==> src/rtl/riscv_v_pkg.sv <==
// Shared RISC-V vector pipeline definitions.
//   RISCV_V_RF_ADDR_WIDTH    : vector register-file address width
//   riscv_v_elastic_state_e  : occupancy state of riscv_v_elastic_stage
package riscv_v_pkg;

  localparam int unsigned RISCV_V_RF_ADDR_WIDTH = 5;

  typedef enum logic [1:0] {
    RISCV_V_ELASTIC_EMPTY = 2'b00,
    RISCV_V_ELASTIC_BUSY  = 2'b01,
    RISCV_V_ELASTIC_FULL  = 2'b10
  } riscv_v_elastic_state_e;

endpackage

==> src/rtl/riscv_v_elastic_stage.sv <==
// Elastic pipeline stage with valid/ready handshake and a 2-entry skid buffer.
// Full throughput (1 transfer/cycle) and 1-cycle latency. in_ready and out_valid
// decode from the state register only, so there is no combinational path from
// out_ready to in_ready or from in_* to out_*.
//
// Ports:
//   clk, rst      clock; asynchronous active-high reset
//   flush         synchronous flush, empties the stage and cancels this cycle's transfers
//   in_valid/in_ready/in_data     upstream handshake and payload
//   out_valid/out_ready/out_data  downstream handshake and payload (out_data = main_q)
//   occupancy     entries held, 0..2
//   stall_cnt     saturating count of cycles with out_valid & !out_ready; present
//                 only when RISCV_V_ELASTIC_STAGE_STALL_CNT_EN is defined
module riscv_v_elastic_stage
  import riscv_v_pkg::*;
#(
  parameter int unsigned       DATA_W  = RISCV_V_RF_ADDR_WIDTH,
  parameter logic [DATA_W-1:0] RST_VAL = '0
) (
  input  logic              clk,
  input  logic              rst,
  input  logic              flush,
  input  logic              in_valid,
  output logic              in_ready,
  input  logic [DATA_W-1:0] in_data,
  output logic              out_valid,
  input  logic              out_ready,
  output logic [DATA_W-1:0] out_data,
  output logic [1:0]        occupancy
`ifdef RISCV_V_ELASTIC_STAGE_STALL_CNT_EN
  ,
  output logic [15:0]       stall_cnt
`endif
);

  riscv_v_elastic_state_e state_q, state_d;
  logic [DATA_W-1:0]      main_q, main_d;
  logic [DATA_W-1:0]      skid_q, skid_d;
  logic                   in_fire, out_fire;

  assign in_ready  = (state_q != RISCV_V_ELASTIC_FULL);
  assign out_valid = (state_q != RISCV_V_ELASTIC_EMPTY);
  assign out_data  = main_q;
  assign in_fire   = in_valid & in_ready;
  assign out_fire  = out_valid & out_ready;

  always_comb begin
    case (state_q)
      RISCV_V_ELASTIC_BUSY: occupancy = 2'd1;
      RISCV_V_ELASTIC_FULL: occupancy = 2'd2;
      default:              occupancy = 2'd0;
    endcase
  end

  always_comb begin
    state_d = state_q;
    main_d  = main_q;
    skid_d  = skid_q;
    if (flush) begin
      state_d = RISCV_V_ELASTIC_EMPTY;
      main_d  = RST_VAL;
      skid_d  = RST_VAL;
    end else begin
      case (state_q)
        RISCV_V_ELASTIC_EMPTY: begin
          if (in_fire) begin
            state_d = RISCV_V_ELASTIC_BUSY;
            main_d  = in_data;
          end
        end
        RISCV_V_ELASTIC_BUSY: begin
          if (in_fire && out_fire) begin
            main_d = in_data;
          end else if (in_fire) begin
            // Downstream stalled: park the new beat behind the one on display.
            state_d = RISCV_V_ELASTIC_FULL;
            skid_d  = in_data;
          end else if (out_fire) begin
            state_d = RISCV_V_ELASTIC_EMPTY;
          end
        end
        RISCV_V_ELASTIC_FULL: begin
          // in_ready is low here, so only a drain can happen.
          if (out_fire) begin
            state_d = RISCV_V_ELASTIC_BUSY;
            main_d  = skid_q;
          end
        end
        default: state_d = RISCV_V_ELASTIC_EMPTY;  // illegal encoding recovers
      endcase
    end
  end

  always_ff @(posedge clk or posedge rst) begin
    if (rst) begin
      state_q <= RISCV_V_ELASTIC_EMPTY;
      main_q  <= RST_VAL;
      skid_q  <= RST_VAL;
    end else begin
      state_q <= state_d;
      main_q  <= main_d;
      skid_q  <= skid_d;
    end
  end

`ifdef RISCV_V_ELASTIC_STAGE_STALL_CNT_EN
  logic [15:0] stall_cnt_q, stall_cnt_d;

  // Only rst clears the counter; flush deliberately leaves it alone.
  always_comb begin
    stall_cnt_d = stall_cnt_q;
    if (out_valid && !out_ready && (stall_cnt_q != 16'hFFFF)) begin
      stall_cnt_d = stall_cnt_q + 16'd1;
    end
  end

  always_ff @(posedge clk or posedge rst) begin
    if (rst) begin
      stall_cnt_q <= '0;
    end else begin
      stall_cnt_q <= stall_cnt_d;
    end
  end

  assign stall_cnt = stall_cnt_q;
`endif

`ifndef SYNTHESIS
  state_legal_a: assert property (@(posedge clk) disable iff (rst)
    (state_q inside {RISCV_V_ELASTIC_EMPTY, RISCV_V_ELASTIC_BUSY, RISCV_V_ELASTIC_FULL}))
    else $error("riscv_v_elastic_stage: illegal state encoding %b", state_q);
`endif

endmodule

==> config.mk <==
export PLATFORM = sky130hd
export DESIGN_NAME = riscv_v_elastic_stage
export DESIGN_NICKNAME = d
export VERILOG_FILES = /design/src/rtl/riscv_v_pkg.sv /design/src/rtl/riscv_v_elastic_stage.sv
export SDC_FILE = /design/constraint.sdc
export NUM_CORES = 1
export LEC_CHECK = 0
export BUFFER_PORTS_ARGS = -buffer_cell sky130_fd_sc_hd__buf_2
export CAP_MARGIN = 20
export CORE_ASPECT_RATIO = 0.6
export CORE_MARGIN = 4
export CORE_UTILIZATION = 35
export DETAILED_ROUTE_END_ITERATION = 8
export GPL_TIMING_DRIVEN = 0
export SLEW_MARGIN = 0
export SYNTH_ARGS = -nofsm -noshare
export SYNTH_HDL_FRONTEND = slang
export SYNTH_SLANG_ARGS = --single-unit
==> constraint.sdc <==
create_clock -name clk -period 2.44 [get_ports clk]
set_input_delay 0.488 -clock clk [delete_from_list [all_inputs] [get_ports clk]]
set_output_delay 0.488 -clock clk [all_outputs]
set_load 0.01 [all_outputs]
==> run summary <==
WORST SETUP PATH
-------------------------------------------------------------------------------------------
Critical path, cell by cell                                                    inv_1, ha_1, nor2b_1, mux2_4, and2_4, o31ai_2
Worst path required time                                                            2620 ps
Critical path class                                                            flip-flop to flip-flop
Category of the worst setup path capture point                                    flip-flop
Slowest cell on the critical path                                              sky130_fd_sc_hd__dfrtp_1
Nature of the critical path startpoint                                            flip-flop
Data arrival time of the critical path                                              2200 ps
Longest individual stage delay on the worst path                                     430 ps
Crit-path max FO                                                                          7

TIMING
-------------------------------------------------------------------------------------------
Final clock period utilization by the worst path                                      82.8%
Clock Skews                                                                         6.42 ps
Crit path time final                                                                2020 ps
Unrepaired setup endpoints after global routing                                          no
Final hold slack                                                                     211 ps
Actual transition at the worst max-transition pin                                    477 ps
Number of max-slew violations in the final report                                         0
Relative slew slack                                                                   68.2%
Peak Freq                                                                           495 MHz
Setup TNS                                                                              0 ps
Number of failing hold endpoints at the final stage                                       0
Finish-stage setup viols                                                                  0

DRT
-------------------------------------------------------------------------------------------
Wirelength, routed                                                                  1.66 mm
Initial DRT Pass Iterations                                                               4
Wire length per cell after detailed routing                                         12.8 um
Total number of vias                                                                    649
Vias per std cell                                                                      4.99
Met2 WL post-DR                                                                      673 um
Remaining DRCs                                                                            0
Antenna Violating Nets Remaining                                                          0
Top routing layer in use                                                               met3
Number of design-rule violations left by the first detailed-router iteration             14
Amount of wire on met3 after detailed routing                                        100 um
Met1 wire length                                                                     890 um

PWR
-------------------------------------------------------------------------------------------
Switching share of power                                                              35.8%
Sw Pwr                                                                               226 uW
Power Internal                                                                       406 uW
VDD IR-drop max                                                                    0.331 mV
Reg power frac                                                                        40.2%
Share of power burned in the clock network                                            18.0%
Power density of the placed cells                                                696 nW/um2
Share of power burned in combinational logic                                          41.7%
Standby leakage power                                                              0.415 nW

YOSYS
-------------------------------------------------------------------------------------------
Cell accounting for the most synthesized area                                  sky130_fd_sc_hd__dfrtp_1
Gate count after technology mapping                                                      81
Share of the synthesized area in the top cell type                                    39.5%
Register area share after synthesis                                                   39.5%
Number of nets produced by synthesis                                                     96
YS warnings                                                                               0
Synth area leaders                                                             sky130_fd_sc_hd__dfrtp_1 40%, sky130_fd_sc_hd__ha_1 8.2%, sky130_fd_sc_hd__nor3_1 7.2%
Post-synthesis area per instance                                                   9.38 um2
Synthesized area                                                                    759 um2
Cell variety after synth                                                                 25
Post-synthesis register bit count                                                        12

RUN STATUS
-------------------------------------------------------------------------------------------
Result of the run                                                              finished, final reports clean

GRT
-------------------------------------------------------------------------------------------
Number of global-route vias before repair                                               543
Antenna violations before repair                                                          0
Pin count of the biggest net entering global routing                                     13
Remaining Overflow, GRT                                                                   0
First-pass GRT wire length                                                          2.54 mm
Combined global-route utilization of all metal layers                                 11.7%

CLOCK NETWORK
-------------------------------------------------------------------------------------------
Clock H-tree levels                                                                       1
Post-cts gate resize count                                                                0
Max Buffers Root-to-Sink                                                                  2
Buffer type at the clock tree root                                             sky130_fd_sc_hd__clkbuf_4
Clock slew at the register clock pins of the worst setup and hold paths               70 ps
TritonCTS Sinks                                                                          12
TritonCTS clock tree                                                                  built
Clk Latency, worst-skew pair                                                         270 ps
Hold-fix buffers, CTS                                                                     0
Buffers inserted during post-CTS setup optimization                                       0
Cts bufs inserted                                                                         3

FINISH
-------------------------------------------------------------------------------------------
Proportion of layout cells with a drive suffix above 1                                26.5%
Area grow syn2layout                                                                  19.4%
Net count, final                                                                        119
Antenna Diode Count                                                                       0
Non-filler instance count after layout                                                  130
Fin util                                                                              46.5%
Commonest non-fill, non-tap cells in the layout                                18 x sky130_fd_sc_hd__buf_2, 12 x sky130_fd_sc_hd__dfrtp_1, 11 x sky130_fd_sc_hd__nor3_1
Most frequent standard cell in the layout excluding fill and tap cells         sky130_fd_sc_hd__buf_2

FLOORPLANNING
-------------------------------------------------------------------------------------------
Core Footprint                                                                     1950 um2
Starting density of the core                                                          38.9%
Count of standard-cell rows                                                              12
Die span in x                                                                       68.1 um
Die Footprint                                                                      3000 um2
Ports placed on the boundary                                                             19
Die height                                                                          44.1 um

PLACE
-------------------------------------------------------------------------------------------
Port Buffer Count                                                                        18
Detailed placement HPWL                                                             1.33 mm
Dpl cells                                                                               127
Final weighted congestion in routability-driven placement                             0.816

MIN PATH
-------------------------------------------------------------------------------------------
Min-delay worst type                                                           input pin to async pin

JOB
-------------------------------------------------------------------------------------------
Max Cap Violations                                                                        0

[registers in the layout, indices dropped and copies added (netlist names)]
register,count
out_data,5
skid_q,5
state_q,2
[power groups by stage]
stage | registers [mW] | clock network [mW] | logic (mW)
detailed placement | 0.259 | 0 | 0.264
global placement | 0.257 | 0 | 0.263
CTS | 0.255 | 0.121 | 0.266
finish | 0.254 | 0.114 | 0.263
floorplan | 0.266 | 0 | 0.178
global route | 0.259 | 0.134 | 0.292
[per-stage QoR]
step | cell area (um2) | worst slack (ps) | total power, mW
3_3_place_gp | 885 | 439 | 0.520
2_1_floorplan | 759 | 580 | 0.444
6_report | 907 | 419 | 0.631
4_1_cts | 907 | 412 | 0.642
5_1_grt | 907 | 278 | 0.685
3_5_place_dp | 885 | 425 | 0.523
[cells by family after synthesis]
group           after synthesis  synth area share (%)
simple gates                 34                  27.0
mux                           1                  1.98
buf+inv                       8                  4.94
flops                        12                  39.5
compound gates               21                  18.3
fa+ha+maj                     5                  8.24
[cells in the mapped netlist, drive strengths merged]
cell type and instances:
a21boi 1, a21o 1, a21oi 5, a221oi 5, and2 1, buf 1
clkbuf 1, dfrtp 12, ha 5, inv 6, mux2 1, nand2 5
nand2b 2, nand3 2, nand3b 2, nand4bb 1, nor2 2, nor2b 6
nor3 11, nor4b 1, o21a 1, o21ai 7, o31ai 1, or4b 1
[per-layer routing]
metal / up-vias / track usage, %
li1: 338 / -
met1: 295 / 17.7
met2: 16 / 15.1
met3: 0 / 6.09
met4: 0 / 1.19
met5: - / 0
[final cells by class]
type / count / area (um2)
Inverter: 6 / 22.5
Timing Repair Buffer: 18 / 90.1
Buffer: 2 / 15.0
Tap cell: 28 / 35.0
Clock buffer: 3 / 22.5
Sequential cell: 12 / 300
Fill cell: 211 / 1040
Multi-Input combinational cell: 61 / 422
[critical path: cells and delay by family, from the launching register on]
family	cells	cell delay, ps
simple gates	2	590
flops	1	430
mux	1	360
fa+ha+maj	1	300
compound gates	1	150
buf+inv	1	110
[worst paths after layout]
check,startpoint,end,slack (ps),cells after the start
max,state_q[0],state_q[1],420,6
min,rst,skid_q[4],210,2
max reg2reg,state_q[0],state_q[1],420,6
min reg2reg,skid_q[0],skid_q[0],550,2
max in group asynchronous,rst,skid_q[0],1920,2
min in group clk,flush,state_q[1],450,2
Power figures use the tool's default switching activity.
